<file path="src/rtl/instr_dispatch.sv">
// Fetch/decode/dispatch controller that sends each {op, Ri, Rj} instruction to its execution unit.
// Optional watchdog on unit completion: define DISPATCH_TIMEOUT_EN (limit given by TIMEOUT).
module instr_dispatch #(
    parameter int unsigned     PCW       = 8,
    parameter logic [PCW-1:0]  RESET_PC  = '0,
    parameter logic [15:0]     UNIT_MASK = 16'h00FF
`ifdef DISPATCH_TIMEOUT_EN
    ,
    parameter int unsigned     TIMEOUT   = 64
`endif
) (
    input  logic           clk,
    input  logic           reset,
    input  logic           run,
    output logic           instr_req,
    output logic [PCW-1:0] instr_addr,
    input  logic           instr_valid,
    input  logic [15:0]    instr_data,
    output logic [15:0]    unit_start,
    input  logic [15:0]    unit_done,
    output logic [5:0]     Ri,
    output logic [5:0]     Rj,
    output logic [PCW-1:0] pc,
    output logic           busy,
    output logic           halted,
    output logic           err
);

    typedef enum logic [2:0] {
        IDLE, FETCH, DECODE, DISPATCH, WAIT, ADVANCE, HALT
    } state_t;

    state_t     state, next_state;
    logic [3:0] ir_op;
    logic       set_err;

    // NOTE: clocked state uses non-blocking (<=) so every register samples pre-edge values.
    always_ff @(posedge clk or negedge reset) begin
        if (!reset) state <= IDLE;
        else        state <= next_state;
    end

`ifdef DISPATCH_TIMEOUT_EN
    logic [7:0] wait_cnt;

    always_ff @(posedge clk or negedge reset) begin
        if (!reset)                 wait_cnt <= '0;
        else if (state == DISPATCH) wait_cnt <= '0;
        else if (state == WAIT)     wait_cnt <= wait_cnt + 8'd1;
    end
`endif

    // NOTE: every always_comb output gets a default first, so no path can infer a latch.
    always_comb begin
        next_state = state;
        unit_start = '0;
        set_err    = 1'b0;
        unique case (state)
            IDLE:     if (run) next_state = FETCH;
            FETCH:    if (instr_valid) next_state = DECODE;
            DECODE: begin
                if (ir_op == 4'hF)          next_state = HALT;
                else if (ir_op == 4'h0)     next_state = ADVANCE;
                else if (!UNIT_MASK[ir_op]) begin
                    set_err    = 1'b1;
                    next_state = HALT;
                end
                else                        next_state = DISPATCH;
            end
            DISPATCH: begin
                unit_start[ir_op] = 1'b1;
                next_state        = WAIT;
            end
            WAIT: begin
                if (unit_done[ir_op]) next_state = ADVANCE;
`ifdef DISPATCH_TIMEOUT_EN
                else if (wait_cnt == 8'(TIMEOUT - 1)) begin
                    set_err    = 1'b1;
                    next_state = HALT;
                end
`endif
            end
            ADVANCE:  next_state = run ? FETCH : IDLE;
            HALT:     next_state = HALT;
            default:  next_state = IDLE;
        endcase
    end

    // Operands load as the fetch completes, so they are already valid in DECODE
    // and cannot change again until the next instruction is fetched.
    always_ff @(posedge clk or negedge reset) begin
        if (!reset) begin
            pc    <= RESET_PC;
            ir_op <= '0;
            Ri    <= '0;
            Rj    <= '0;
            err   <= 1'b0;
        end else begin
            if (state == FETCH && instr_valid) begin
                ir_op <= instr_data[15:12];
                Ri    <= instr_data[11:6];
                Rj    <= instr_data[5:0];
            end
            if (state == ADVANCE) pc <= pc + PCW'(1);
            if (set_err)          err <= 1'b1;
        end
    end

    assign instr_req  = (state == FETCH);
    assign instr_addr = pc;
    assign busy       = (state != IDLE) && (state != HALT);
    assign halted     = (state == HALT);

endmodule

</file>
<file path="config.mk">
export PLATFORM = sky130hd
export DESIGN_NAME = instr_dispatch
export DESIGN_NICKNAME = d
export VERILOG_FILES = /design/src/rtl/instr_dispatch.sv
export SDC_FILE = /design/constraint.sdc
export NUM_CORES = 1
export LEC_CHECK = 0
export CAP_MARGIN = 20
export CORE_MARGIN = 8
export CORE_UTILIZATION = 43
export CTS_CLUSTER_DIAMETER = 120
export DETAILED_ROUTE_END_ITERATION = 8
export HOLD_SLACK_MARGIN = 0.08
export PLACE_DENSITY = 0.83
export SLEW_MARGIN = 0
export SYNTH_ARGS = -nofsm -noshare
export SYNTH_HDL_FRONTEND = slang
export SYNTH_SLANG_ARGS = --single-unit
</file>
<file path="constraint.sdc">
create_clock -name clk -period 3 [get_ports clk]
set_input_delay 0.3 -clock clk [delete_from_list [all_inputs] [get_ports clk]]
set_output_delay 0.3 -clock clk [all_outputs]
set_load 0.01 [all_outputs]
</file>
== Yosys cells after proc, flatten, opt, wreduce, memory -nomap -nowiden ==
Memory sizes are Yosys's and may differ from the RTL's.
Index checks and enable logic that the tools add are counted.
Widths: inputs -> output; s select.
Word-level totals
  bits in read-only memories: 16
  memories: 1
  register bits after elaboration: 28
Cells by class
  eq/ne operators: 11
  mux-type cells: 18
  reductions and logical operators: 7
  add/subtract/negate cells: 1
  $lt $le $gt $ge: 2
Memories
  (name not given): words 16, bits a word 1, read ports 1, clocked after memory_dff 0, write ports 0, line 64  | else if (!UNIT_MASK[ir_op]) begin
Operators by type and width (number)
  $pmux 3 s7: 1
  $mux 3: 6
  $mux 16: 1
  $eq 3x3->1 const B: 3
  $add 8x1->8 const B: 1
  $mux 1: 8
  $eq 3x2->1 const B: 2
  $lt 4x5->1 const B: 1
  $bmux 1 s4: 1
  $demux 1 s4: 1
  $eq 4x4->1 const B: 1
  $ge 4x1->1 const B: 1
  $logic_not 4->1: 1
  $ne 2x2->1 const B: 2
  $eq 3x1->1 const B: 1
  $logic_and 1x1->1: 3
  $logic_not 3->1: 1
  $ne 3x3->1 const B: 1
  $reduce_and 3->1: 1
  $reduce_bool 3->1: 1
  $ne 2x1->1 const B: 1

== Depth between registers and ports, before layout ==
Gate-level depths: netlist (run 1).
  word-level depth: 6
  mapped depth: 6
  depth with buffers taken out: 4

== Worst setup path after synthesis (run 1) ==
Ideal clock, no wire load.
  path type: flip-flop to flip-flop
  from: reg state[1]
  to: reg Ri[1]
  stages on the path, launching flop included: 7
  arrival time: 1435 ps
  slack: 1440 ps
  setup time: 125 ps
  clock period less this slack: 1560 ps
  data required time: 2875 ps
  cells stage by stage: dfrtp_1 > buf_6 > nor3b_4 > and2_4 > buf_12 > buf_12 > mux2_4
Between the ends
  longest elaborated chain between the ends: 2
RTL lines
  start: declaration: line 33  | state_t state, next_state;
  start signal: assignment: line 40  | else state <= next_state;
  $eq 3x1->1
  via instr_req: line 15  | output logic instr_req,
  $logic_and 1x1->1: line 99  | if (state == FETCH && instr_valid) begin
  end signal: assignment: line 101  | Ri <= instr_data[11:6];
  end: declaration: line 21  | output logic [5:0] Ri,
The timed path passes the listed nets, and every way through them passes these cells.
A chain may end at the register's enable or synchronous reset.

== Final worst setup path (run 1) ==
  from: reg state[2]
  to: out unit_start[4]
Between the ends
  longest elaborated chain between the ends: 2
RTL lines
  $eq 3x2->1: line 58  | unique case (state)
  $mux 16: line 58
  end: declaration: line 19  | output logic [15:0] unit_start,
No other way between the ends.

==> metrics.txt, run 1 <==
final max-slew violation count 0; Synth cell types 37; post-route design area 2426 um^2; XOR/XNOR Fraction of Synth Area 4.331%; # IOs 84; Max VDD drop 0.0004562 V; Post-CTS Hold Fix Bufs 0; Leak 0.0009708 uW; CP arrival 2.03 ns; maximum root-to-sink buffer count 2; largest family of logic cells by synthesized area multiplexers; DR vias/cell 4.969; Placed Area 2355 um^2; RSZ-0062 raised after global routing no; Synth Area in Compound Gates 3.790%; outcome finished, final reports clean; Area growth syn-to-layout 49.96%; Worst slew margin 62.01%; largest net degree at the start of global routing 29; TNS Setup 0 ns; Routed Antenna Nets 0; ANT cells 0; Num CTS Buffers 3; Synthesis Warnings 0; critical path endpoint category output port; drt drc 0; routed len/inst 15.92 um; die area 5981 um^2; adder and majority gate portion of the synthesized area 0.7734%; Hold WC Path Type input pin to async pin; I/O Buffers 83; length of the first detailed-routing pass in iterations 5; simple-gate share of the synthesized area 18.48%; Synth Instances 140; f_max 429.8 MHz; Seq/Total Area, Yosys 43.31%; initial antenna violation count 0; Post-Syn Area 1618 um^2; CTS tree yes; Worst EP required 2.70 ns; critical path launch point type flip-flop; power density over cell area 847.2 nW/um^2; fin crit share 77.55%; clock latency on the worst-skew pair 0.27 ns; CTS H-tree lvls 1; Max-cap violations 0; area share of the largest cell type after synthesis 43.31%; CTS clk-pin slew, worst paths 0.09 ns; Worst Path Max Fanout 10; mux contribution to synthesized area 19.33%; Setup Skew 0.002152 ns; Post-CTS Setup Inserts 0; root buffer cell clkbuf_8; Avg Synthesized Cell Area 11.56 um^2; Synth area leader dfrtp_1; slew at the pin closest to its max-slew limit 0.5699 ns; asr flop ratio synth 100.0%; WS Path Type flip-flop to output port; final net count 247; number of synthesized flops with an enable pin 0; Die X-Extent 77.34 um; CTS resizes 0; global placement routability congestion 0.7680; final setup violation count 0; DRT Wirelength 4.091 mm; share of cells above drive strength 1 14.83%; vias in the first global route 1427; Cell Rows 22; Post-synth top flop dfrtp_1; 1st-iter DRT viols 59; Die Height 77.34 um; Overall Global Routing Usage 13.84%; Final Hold Vio Count 0; number of clock sinks 28; first-pass GRT wire length 6.982 mm; syn_nets 177; Period minus WS final 2.326 ns; flop and latch count out of synthesis 28; core area 3633 um^2; Final HPWL DP 3.263 mm; top cells by area, synth dfrtp_1 43%, mux2_4 8.4%, mux2_2 5.6%, buf_4 5.1%, mux4_2 4.2%; Remaining Overflow, GRT 0; via count 1277; Initial Util 44.52%
path summary, 6_finish.rpt:
kind	slack (ns)	cells after the start	start	to
setup reg to reg	1.24	4	ir_op[1]$_DFFE_PN0P_	state[0]$_DFFE_PN0P_
hold reg to reg	0.49	1	err$_DFFE_PN0P_	err$_DFFE_PN0P_
setup / recovery	0.67	4	state[2]$_DFFE_PN0P_	unit_start[4]
max in group asynchronous	2.35	2	reset	instr_addr[0]$_DFFE_PN0N_
min in group clk	0.49	1	err$_DFFE_PN0P_	err$_DFFE_PN0P_
hold / removal	0.39	2	reset	Ri[3]$_DFFE_PN0P_
metrics by stage:
stage                     util [%]  instances  hold WS (ns)  setup slack, ns  power, uW
after floorplan                  -        140      0.004409            1.440       1405
after global placement       64.81        253        0.4728            1.057       1744
after detailed placement     64.81        253        0.4697           0.9972       1777
after CTS                    66.77        257        0.4066           0.6881       2076
after global routing         66.77        257        0.4372           0.5377       2190
final                        66.77        257        0.3924           0.6736       2055
worst max-delay path, stage by stage (launching register included):
cell and delay (ns):
dfrtp_1 0.51, nor2_1 0.26, nand4_1 0.20, nor3_1 0.20
clkdlybuf4s50_1 0.59
flip-flops by register name, summed over array words and instances (netlist names):
| signal | flops |
|---|---|
| instr_addr | 8 |
| Rj | 6 |
| state | 3 |
| err | 1 |
| Ri | 6 |
| ir_op | 4 |
cells by family after synthesis:
logic type | count (synthesis)
flops | 28
fa+ha+maj | 1
compound gates | 8
simple gates | 54
xor+xnor | 8
mux | 22
buf+inv | 19
routing by layer:
| layer | vias to the layer above | part of all wire, % | global-route usage [%] |
|---|---|---|---|
| li1 | 613 | - | - |
| met1 | 603 | 41 | 15.60 |
| met2 | 55 | 52 | 24.77 |
| met3 | 6 | 6.1 | 3.571 |
| met4 | 0 | 1.3 | 4.528 |
| met5 | - | 0 | 0 |
Yosys cell counts, types with 3 or more instances:
library cell / number
clkbuf_1: 3
mux4_2: 3
nand2_1: 9
nor2_1: 16
nor3_1: 6
nand4_1: 4
nand2b_1: 5
buf_4: 11
mux2_2: 8
dfrtp_1: 28
xnor2_1: 6
mux2_4: 9
power by group:
group	switching (uW)	total (uW)	internal (uW)
registers	233	769	536
logic	356	993	636
clock network	115	294	179
final cells by class:
class | count | area (um^2)
Fill cell | 297 | 1207
Timing Repair Buffer | 84 | 838.3
Multi-Input combinational cell | 93 | 755.7
Sequential cell | 28 | 700.7
Tap cell | 48 | 60.06
Clock buffer | 3 | 41.29
Clock inverter | 1 | 30.03
layout by cell type, fill, tap and decap left out, drive strengths merged, types with 2 or more instances in the layout:
cell type      count
clkdlybuf4s50     83
dfrtp             28
mux2              17
nor2              16
nand2              9
nor3               6
xnor2              6
nand2b             5
nand4              4
mux4               3
clkbuf             3
nand3              3
nor2b              2
xor2               2
mux2i              2
a21o               2
nor3b              2
and2               2
(Power assumes the default switching activity.)
==> run 2: changes to the inputs <==
--- a/config.mk
+++ b/config.mk
@@ -7,11 +7,11 @@
 export LEC_CHECK = 0
 export CAP_MARGIN = 20
 export CORE_MARGIN = 8
-export CORE_UTILIZATION = 43
+export CORE_UTILIZATION = 40
 export CTS_CLUSTER_DIAMETER = 120
 export DETAILED_ROUTE_END_ITERATION = 8
 export HOLD_SLACK_MARGIN = 0.08
-export PLACE_DENSITY = 0.83
+export PLACE_DENSITY = 0.78
 export SLEW_MARGIN = 0
 export SYNTH_ARGS = -nofsm -noshare
 export SYNTH_HDL_FRONTEND = slang
==> constraint.sdc (replaced) <==
create_clock -name clk -period 2.2 [get_ports clk]
set_input_delay 0.22 -clock clk [delete_from_list [all_inputs] [get_ports clk]]
set_output_delay 0.22 -clock clk [all_outputs]
set_load 0.01 [all_outputs]
==> run 2 against run 1 <==
  * Via count increased by 2.1%
  * Combinational power increased by 45%
  * Flip-flop and latch count unchanged
  * Critical path type unchanged
  * Largest cell class unchanged
==> metrics.txt, run 2 (synthesis results as in run 1) <==
slew at the pin closest to its max-slew limit 0.4507 ns; I/O Buffers 83; TNS Setup 0 ns; Num CTS Buffers 3; f_max 483.9 MHz; CP arrival 1.85 ns; Worst slew margin 69.96%; worst setup margin 0.1336 ns; Die Height 79.60 um; power density over cell area 1157 nW/um^2; first-pass GRT wire length 6.458 mm; commonest non-fill, non-tap cell in the layout clkdlybuf4s50_1; Final HPWL DP 3.239 mm; Max-cap violations 0; R2R Setup Slk 0.50 ns; Post-CTS Hold Fix Bufs 0; die area 6335 um^2; global placement routability congestion 0.8071; Leak 0.001002 uW; Max VDD drop 0.0006283 V; Setup Skew 0.007563 ns; root buffer cell clkbuf_8; CTS resizes 0; vias in the first global route 1392; CP Cell Sequence nor2b_2 > nand4_1 > nor2_1 > clkdlybuf4s50_1; core area 3943 um^2; share of cells above drive strength 1 18.40%; CTS H-tree lvls 1; Overall Global Routing Usage 12.45%; Worst path top cell family by delay simple AND/OR/NAND/NOR gates; Worst path max stage delay 0.56 ns; fin crit share 93.93%; largest net degree at the start of global routing 29; Period minus WS final 2.066 ns; drt drc 0; Worst EP required 1.98 ns; clock latency on the worst-skew pair 0.27 ns; via count 1304; Die X-Extent 79.60 um; WS Path Type flip-flop to output port; post-route design area 2462 um^2; critical path's slowest cell clkdlybuf4s50_1; final setup violation count 0; max reg flops 8; number of clock sinks 28; Worst Path Max Fanout 8; routed len/inst 15.46 um; critical path launch point type flip-flop; Area growth syn-to-layout 52.20%; Post-CTS Setup Inserts 0; ANT cells 0; DRT Wirelength 4.051 mm; CTS tree yes; DR vias/cell 4.977; 1st-iter DRT viols 30; Remaining Overflow, GRT 0; buffer and inverter count on the worst path 1; Routed Antenna Nets 0; Cell Rows 23; initial antenna violation count 0; Final Hold Vio Count 0; Hold WC Path Type input pin to async pin; maximum root-to-sink buffer count 2; Setup WS pre-CTS 0.3413 ns; total power draw 2850 uW; # IOs 84; commonest non-fill, non-tap cells in the layout 82 x clkdlybuf4s50_1, 25 x dfrtp_1, 15 x nor2_1, 9 x nand2_1, 9 x mux2_4; final net count 250; CTS clk-pin slew, worst paths 0.10 ns; length of the first detailed-routing pass in iterations 4; Placed Area 2380 um^2; critical path endpoint category output port; Initial Util 41.03%; outcome finished, final reports clean; final max-slew violation count 0
run 2: cell types whose count changed in the layout (fill, tap and decap cells not counted), sizes merged:
cell,previous run,this run
buf,1,4
clkdlybuf4s50,83,82
dlymetal6s2s,0,1
run 2: final timing paths:
kind / depth (start not counted) / start / endpoint
min in group clk: 1 / err$_DFFE_PN0P_ / err$_DFFE_PN0P_
max in group asynchronous: 2 / reset / state[0]$_DFFE_PN0P_
min reg2reg: 1 / err$_DFFE_PN0P_ / err$_DFFE_PN0P_
min: 2 / reset / Rj[3]$_DFFE_PN0P_
max: 4 / ir_op[3]$_DFFE_PN0P_ / unit_start[13]
max reg2reg: 4 / ir_op[1]$_DFFE_PN0P_ / state[0]$_DFFE_PN0P_
run 2: cell type report:
cell class                 instances  area (um^2)
fill                             327         1480
sequential                        28        704.4
tap                               50        62.56
clock inverter                     1        30.03
multi-input combinational         93        760.7
clock buffer                       3        41.29
timing repair buffer              87        863.3
run 2: report_power, final:
| part | leakage (uW) | internal [uW] | switching [uW] |
|---|---|---|---|
| logic | 0.000627 | 903 | 538 |
| registers | 0.000339 | 737 | 273 |
| clock network | 0.0000357 | 243 | 156 |
run 2: per-stage QoR:
stage          cells  hold WS [ns]  util (%)
6_report         262        0.3208     62.46
5_1_grt          262        0.3616     62.46
4_1_cts          262        0.3296     62.17
3_5_place_dp     258        0.4661     60.36
3_3_place_gp     258        0.4674     60.36
2_1_floorplan    140      -0.07559         -
run 2: metal layers:
| layer | share of wire [%] | GRT usage [%] | vias to the layer above |
|---|---|---|---|
| li1 | - | - | 619 |
| met1 | 41 | 14.12 | 623 |
| met2 | 45 | 20.29 | 60 |
| met3 | 14 | 6.419 | 2 |
| met4 | 0.59 | 2.778 | 0 |
| met5 | 0 | 0 | - |
==> RTL change 1: new RTL, config.mk and constraints of run 2 <==
The parameter `PCW` goes from 8 to 9.
--- a/src/rtl/instr_dispatch.sv
+++ b/src/rtl/instr_dispatch.sv
@@ -1,7 +1,7 @@
 // Fetch/decode/dispatch controller that sends each {op, Ri, Rj} instruction to its execution unit.
 // Optional watchdog on unit completion: define DISPATCH_TIMEOUT_EN (limit given by TIMEOUT).
 module instr_dispatch #(
-    parameter int unsigned     PCW       = 8,
+    parameter int unsigned     PCW       = 9,
     parameter logic [PCW-1:0]  RESET_PC  = '0,
     parameter logic [15:0]     UNIT_MASK = 16'h00FF
 `ifdef DISPATCH_TIMEOUT_EN
Ports: changed (resized instr_addr and pc); port bits go from 84 to 86. No check against the original RTL was run, so the function may have changed too.
==> RTL change 1 against run 2 <==
Area after synthesis rose by 0.39%; non-clock buffer count rose by 4; power rose by 4.8%; clock power up 17%; via count increased by 2.7%; clock skew fell by 0.0028 ns; design area rose by 4.2%; setup slack worse by 0.029 ns; sequential cell count increased by 1; wire length increased by 4.1%; combinational power is 7% higher; critical path type unchanged; largest cell class unchanged; highest routed layer unchanged.
==> RTL change 1: results (changes against run 2) <==
- **met2 global-route usage** 22.1%, +1.8 points
- **first-pass iteration count of the detailed router** 4, unchanged
- **number of port buffers** 85, +2.4%
- **TritonCTS buffer count** 5, +2
- **routed via count** 1339, +2.7%
- **standby leakage power** 1.04 nW, +4.2%
- **worst-margin pin slew** 0.357 ns, -0.0942 ns
- **Cell Area, Placed** 2450 sq um, +2.9%
- **fillcell total** 311, -4.9%
- **proportion of layout cells with a drive suffix above 1** 18.1%, -0.33 points
- **initial antenna violation count** 0, unchanged
- **share of synthesized area occupied by flip-flops and latches** 44.7%, +1.4 points
- **pin count of the biggest net entering global routing** 30, +3.4%
- **minimum hold slack** 0.320 ns, -0.000736 ns
- **cell at the slowest stage of the critical path** sky130_fd_sc_hd__clkdlybuf4s50_1
- **fraction of synthesis flops using an asynchronous set or reset pin** 100%, unchanged
- **count of unique library cells instantiated by Yosys** 38, +2.7%
- **placed cells** 269, +4.3%
- **wire length after detailed routing** 4.22 mm, +4.1%
- **total inserted antenna cells** 0, unchanged
- **worst setup slack for register-to-register paths** 0.58 ns, +0.08 ns
- **net count of the finished layout** 263, +5.2%
- **IR drop worst, VDD** 0.693 mV, +10%
- **status** finished clean
- **Worst Setup Slack post-DPL** 0.288 ns, -0.0536 ns
- **insertion delay of the later-clocked pin in the worst-skew pair** 0.27 ns, about the same
- **post-CTS setup buffer count** 0, unchanged
- **cell types with the largest area share after synthesis** sky130_fd_sc_hd__dfrtp_1, sky130_fd_sc_hd__mux2_4, sky130_fd_sc_hd__mux2_2
- **Internal Pwr Total** 1.97 mW, +4.5%
- **largest fanout on the critical path** 4, -4
- **Clock Pin Slew Worst Setup and Hold Paths** 0.06 ns, -0.04 ns
- **maximum clock path buffer count** 2, unchanged
- **leading post-synthesis cells by instance count** sky130_fd_sc_hd__dfrtp_1, sky130_fd_sc_hd__nor2_1, sky130_fd_sc_hd__buf_4
- **Routed wire per std cell** 15.2 microns, -1.6%
- **GRT Resource Usage Total** 13.4%, +0.94 points
- **H-tree levels** 2, +1
- **clock skew** 0.00474 ns, -0.00282 ns
- **placed wire-length estimate after detailed placement** 3.37 mm, +4.1%
- **GR Layer Usage met1** 15.6%, +1.5 points
- **kind of cell adding the most delay to the critical path** simple AND/OR/NAND/NOR gates
- **global-route wire length before repair** 6.78 mm, +4.9%
- **Slowest Stage Delay on Critical Path** 0.57 ns
- **violation count after the first detailed-routing iteration** 72, +140%
- **vias in the first global route** 1404, +0.86%
- **met3 demand-to-capacity share in global routing** 5.63%, -0.79 points
- **Synth warnings** 0, unchanged
- **Synthesized Nets** 183, +3.4%
- **number of flip-flops in the largest register** 9, +1
- **routability cong.** 0.799, -1.0%
- **Crit path arrival time** 1.88 ns, +0.03 ns
- **logic depth of the worst register-to-register path** 5, +1
- **Avg Synthesized Cell Area** 11.1 sq um, -3.7%
- **CTS root buffer** sky130_fd_sc_hd__clkbuf_8
==> RTL change 1: changes by cell type in the layout (fill, tap and decap cells not counted), moves of 3 or more <==
| cell | before | now |
|---|---|---|
| sky130_fd_sc_hd__clkbuf_8 | 3 | 7 |
| sky130_fd_sc_hd__nor3_1 | 6 | 0 |
| sky130_fd_sc_hd__nor2_1 | 15 | 19 |
| sky130_fd_sc_hd__mux2i_1 | 2 | 5 |
| sky130_fd_sc_hd__nand4_1 | 4 | 0 |
| sky130_fd_sc_hd__nand3_1 | 1 | 7 |
| sky130_fd_sc_hd__nand2_1 | 9 | 6 |
| sky130_fd_sc_hd__clkdlybuf4s50_1 | 82 | 85 |
==> RTL change 1: cell type report <==
cell class,count,area [sq um],share of cell area [%]
Tap cell,50,62.6,2.44
Sequential cell,29,728,28.4
Clock inverter,1,5.00,0.195
Inverter,1,3.75,0.146
Timing Repair Buffer,91,896,34.9
Clock buffer,7,96.3,3.75
Multi-Input combinational cell,98,774,30.2
==> RTL change 1: power by group through the flow <==
stage               registers [mW]  clock network, mW  logic (mW)
detailed placement           0.981                  0        1.55
global placement             0.973                  0        1.53
finish                       0.979              0.468        1.54
global route                  1.02              0.513        1.65
floorplan                     1.00                  0       0.885
CTS                          0.979              0.483        1.55
==> RTL change 1: worst max path at each step <==
stage	start	endpoint	slack, ns	depth (start not counted)
floorplan	state[2]$_DFFE_PN0P_	Ri[2]$_DFFE_PN0P_	0.60	6
global placement	state[1]$_DFFE_PN0P_	unit_start[13]	0.36	5
detailed placement	state[1]$_DFFE_PN0P_	unit_start[12]	0.29	5
CTS	state[0]$_DFFE_PN0P_	unit_start[12]	0.02	5
global route	state[2]$_DFFE_PN0P_	unit_start[8]	-0.003	5
finish	state[2]$_DFFE_PN0P_	unit_start[12]	0.10	5
==> RTL change 1: kinds of logic (layout without fill, tap and decap cells) <==
logic type | after synthesis | after routing | synth area share [%]
compound gates | 8 | 8 | 3.62
xor+xnor | 8 | 8 | 4.31
fa+ha+maj | 1 | 1 | 0.770
buf+inv | 19 | 100 | 8.40
flops | 29 | 29 | 44.7
mux | 24 | 24 | 19.7
simple gates | 57 | 57 | 18.5
==> RTL change 1: timing repair <==
item                                    in CTS  in global routing
cloned                                       0                  0
endpoints found under the setup margin       2                 15
pin swaps                                    0                  1
gates resized for setup                      1                  4
==> RTL change 1: layer usage <==
metal,share of wire (%),up-vias,wire length (microns)
li1,-,657,-
met1,42,629,1780
met2,48,48,2030
met3,8.8,5,373
met4,0.76,0,32
met5,0,-,0
==> RTL change 2: new RTL, flow settings as in run 2 <==
Made on the original files. Re-encode `state_t` (7 states) as one-hot, 7 bits wide.
--- a/src/rtl/instr_dispatch.sv
+++ b/src/rtl/instr_dispatch.sv
@@ -26,8 +26,8 @@
     output logic           err
 );
 
-    typedef enum logic [2:0] {
-        IDLE, FETCH, DECODE, DISPATCH, WAIT, ADVANCE, HALT
+    typedef enum logic [6:0] {
+        IDLE = 7'b0000001, FETCH = 7'b0000010, DECODE = 7'b0000100, DISPATCH = 7'b0001000, WAIT = 7'b0010000, ADVANCE = 7'b0100000, HALT = 7'b1000000
     } state_t;
 
     state_t     state, next_state;
Check against the original RTL: no difference found for any inputs over 10 cycles, from zero or initial values and one cycle with reset low; not proved beyond that.
==> RTL change 2 against run 2 <==
The flow now finishes with violations (setup timing); sequential cell count is 4 higher; wire length is 24% higher; design area is 17% higher; setup slack lost 0.43 ns; via count increased by 17%; area after synthesis is 7.5% higher; power shrank 7.2%; critical path depth increased by 3; largest power group unchanged; highest routed layer unchanged.
==> RTL change 2: results (changes against run 2) <==
- **Worst Setup Slack post-DPL** -0.232 ns, -0.574 ns
- **non-clk buf share** 33.8%, -1.2 points
- **status** complete, but fails checks
- **GRT Resource Usage Total** 14.4%, +1.9 points
- **violated checks** setup timing
- **worst-margin pin slew** 0.488 ns, +0.0377 ns
- **cell at the slowest stage of the critical path** sky130_fd_sc_hd__or4_4
- **Clock Pin Slew Worst Setup and Hold Paths** 0.06 ns, -0.04 ns
- **routed via count** 1524, +17%
- **post-route worst setup slack** -0.292 ns, -0.425 ns
- **post-CTS setup buffer count** 10, +10
- **startpoint of the most critical setup path** state[1]$_DFFE_PN0P_
- **multi-input combinational cell count** 101, +8.6%
- **met3 demand-to-capacity share in global routing** 7.00%, +0.58 points
- **Avg Synthesized Cell Area** 11.5 sq um, -0.33%
- **number of clock buffers in the layout** 6, +3
- **wire length after detailed routing** 5.03 mm, +24%
- **standby leakage power** 1.28 nW, +28%
- **proportion of layout cells with a drive suffix above 1** 36.2%, +18 points
- **TritonCTS buffer count** 5, +2
- **cell types with the largest area share after synthesis** sky130_fd_sc_hd__dfrtp_1, sky130_fd_sc_hd__mux2_2, sky130_fd_sc_hd__nor2_1
- **Signal buffers** 103, +18%
- **sequential share of cell area** 27.8%, -0.77 points
- **largest fanout on the critical path** 4, -4
- **worst setup slack for register-to-register paths** 0.27 ns, -0.23 ns
- **end point of the critical path** unit_start[8]
- **Crit path arrival time** 2.27 ns, +0.42 ns
- **# setup viols final** 16, +16
- **count of sequential standard cells** 32, +14%
- **multiplexer fraction of the synthesized cell area** 17.3%, -2.0 points
- **placed wire-length estimate after detailed placement** 3.48 mm, +7.4%
- **Cell Area, Placed** 2590 sq um, +9.0%
- **IR drop worst, VDD** 0.737 mV, +17%
[RTL change 2: power groups by stage]
stage / logic, mW / clock network, mW / registers (mW)
after CTS: 1.09 / 0.559 / 0.955
after detailed placement: 1.07 / 0 / 0.959
after global placement: 1.06 / 0 / 0.944
after floorplan: 0.588 / 0 / 0.943
final: 1.13 / 0.543 / 0.966
after global routing: 1.22 / 0.587 / 1.00
[RTL change 2: cells by family after synthesis]
family,count (synthesis)
AO/OA/AOI/OAI,10
AND/OR/NAND/NOR,57
XOR/XNOR,10
flip-flops,32
adder cells (fa/ha/maj),1
buffers and inverters,18
multiplexers,23
[RTL change 2: through the flow]
step	hold slack (ns)	utilization (%)	setup TNS, ns
after floorplan	-0.0756	-	0
after global placement	0.450	60.8	-2.88
after detailed placement	0.480	60.8	-3.19
after CTS	0.350	64.0	-2.66
after global routing	0.357	67.6	-4.62
final	0.339	67.6	-3.26
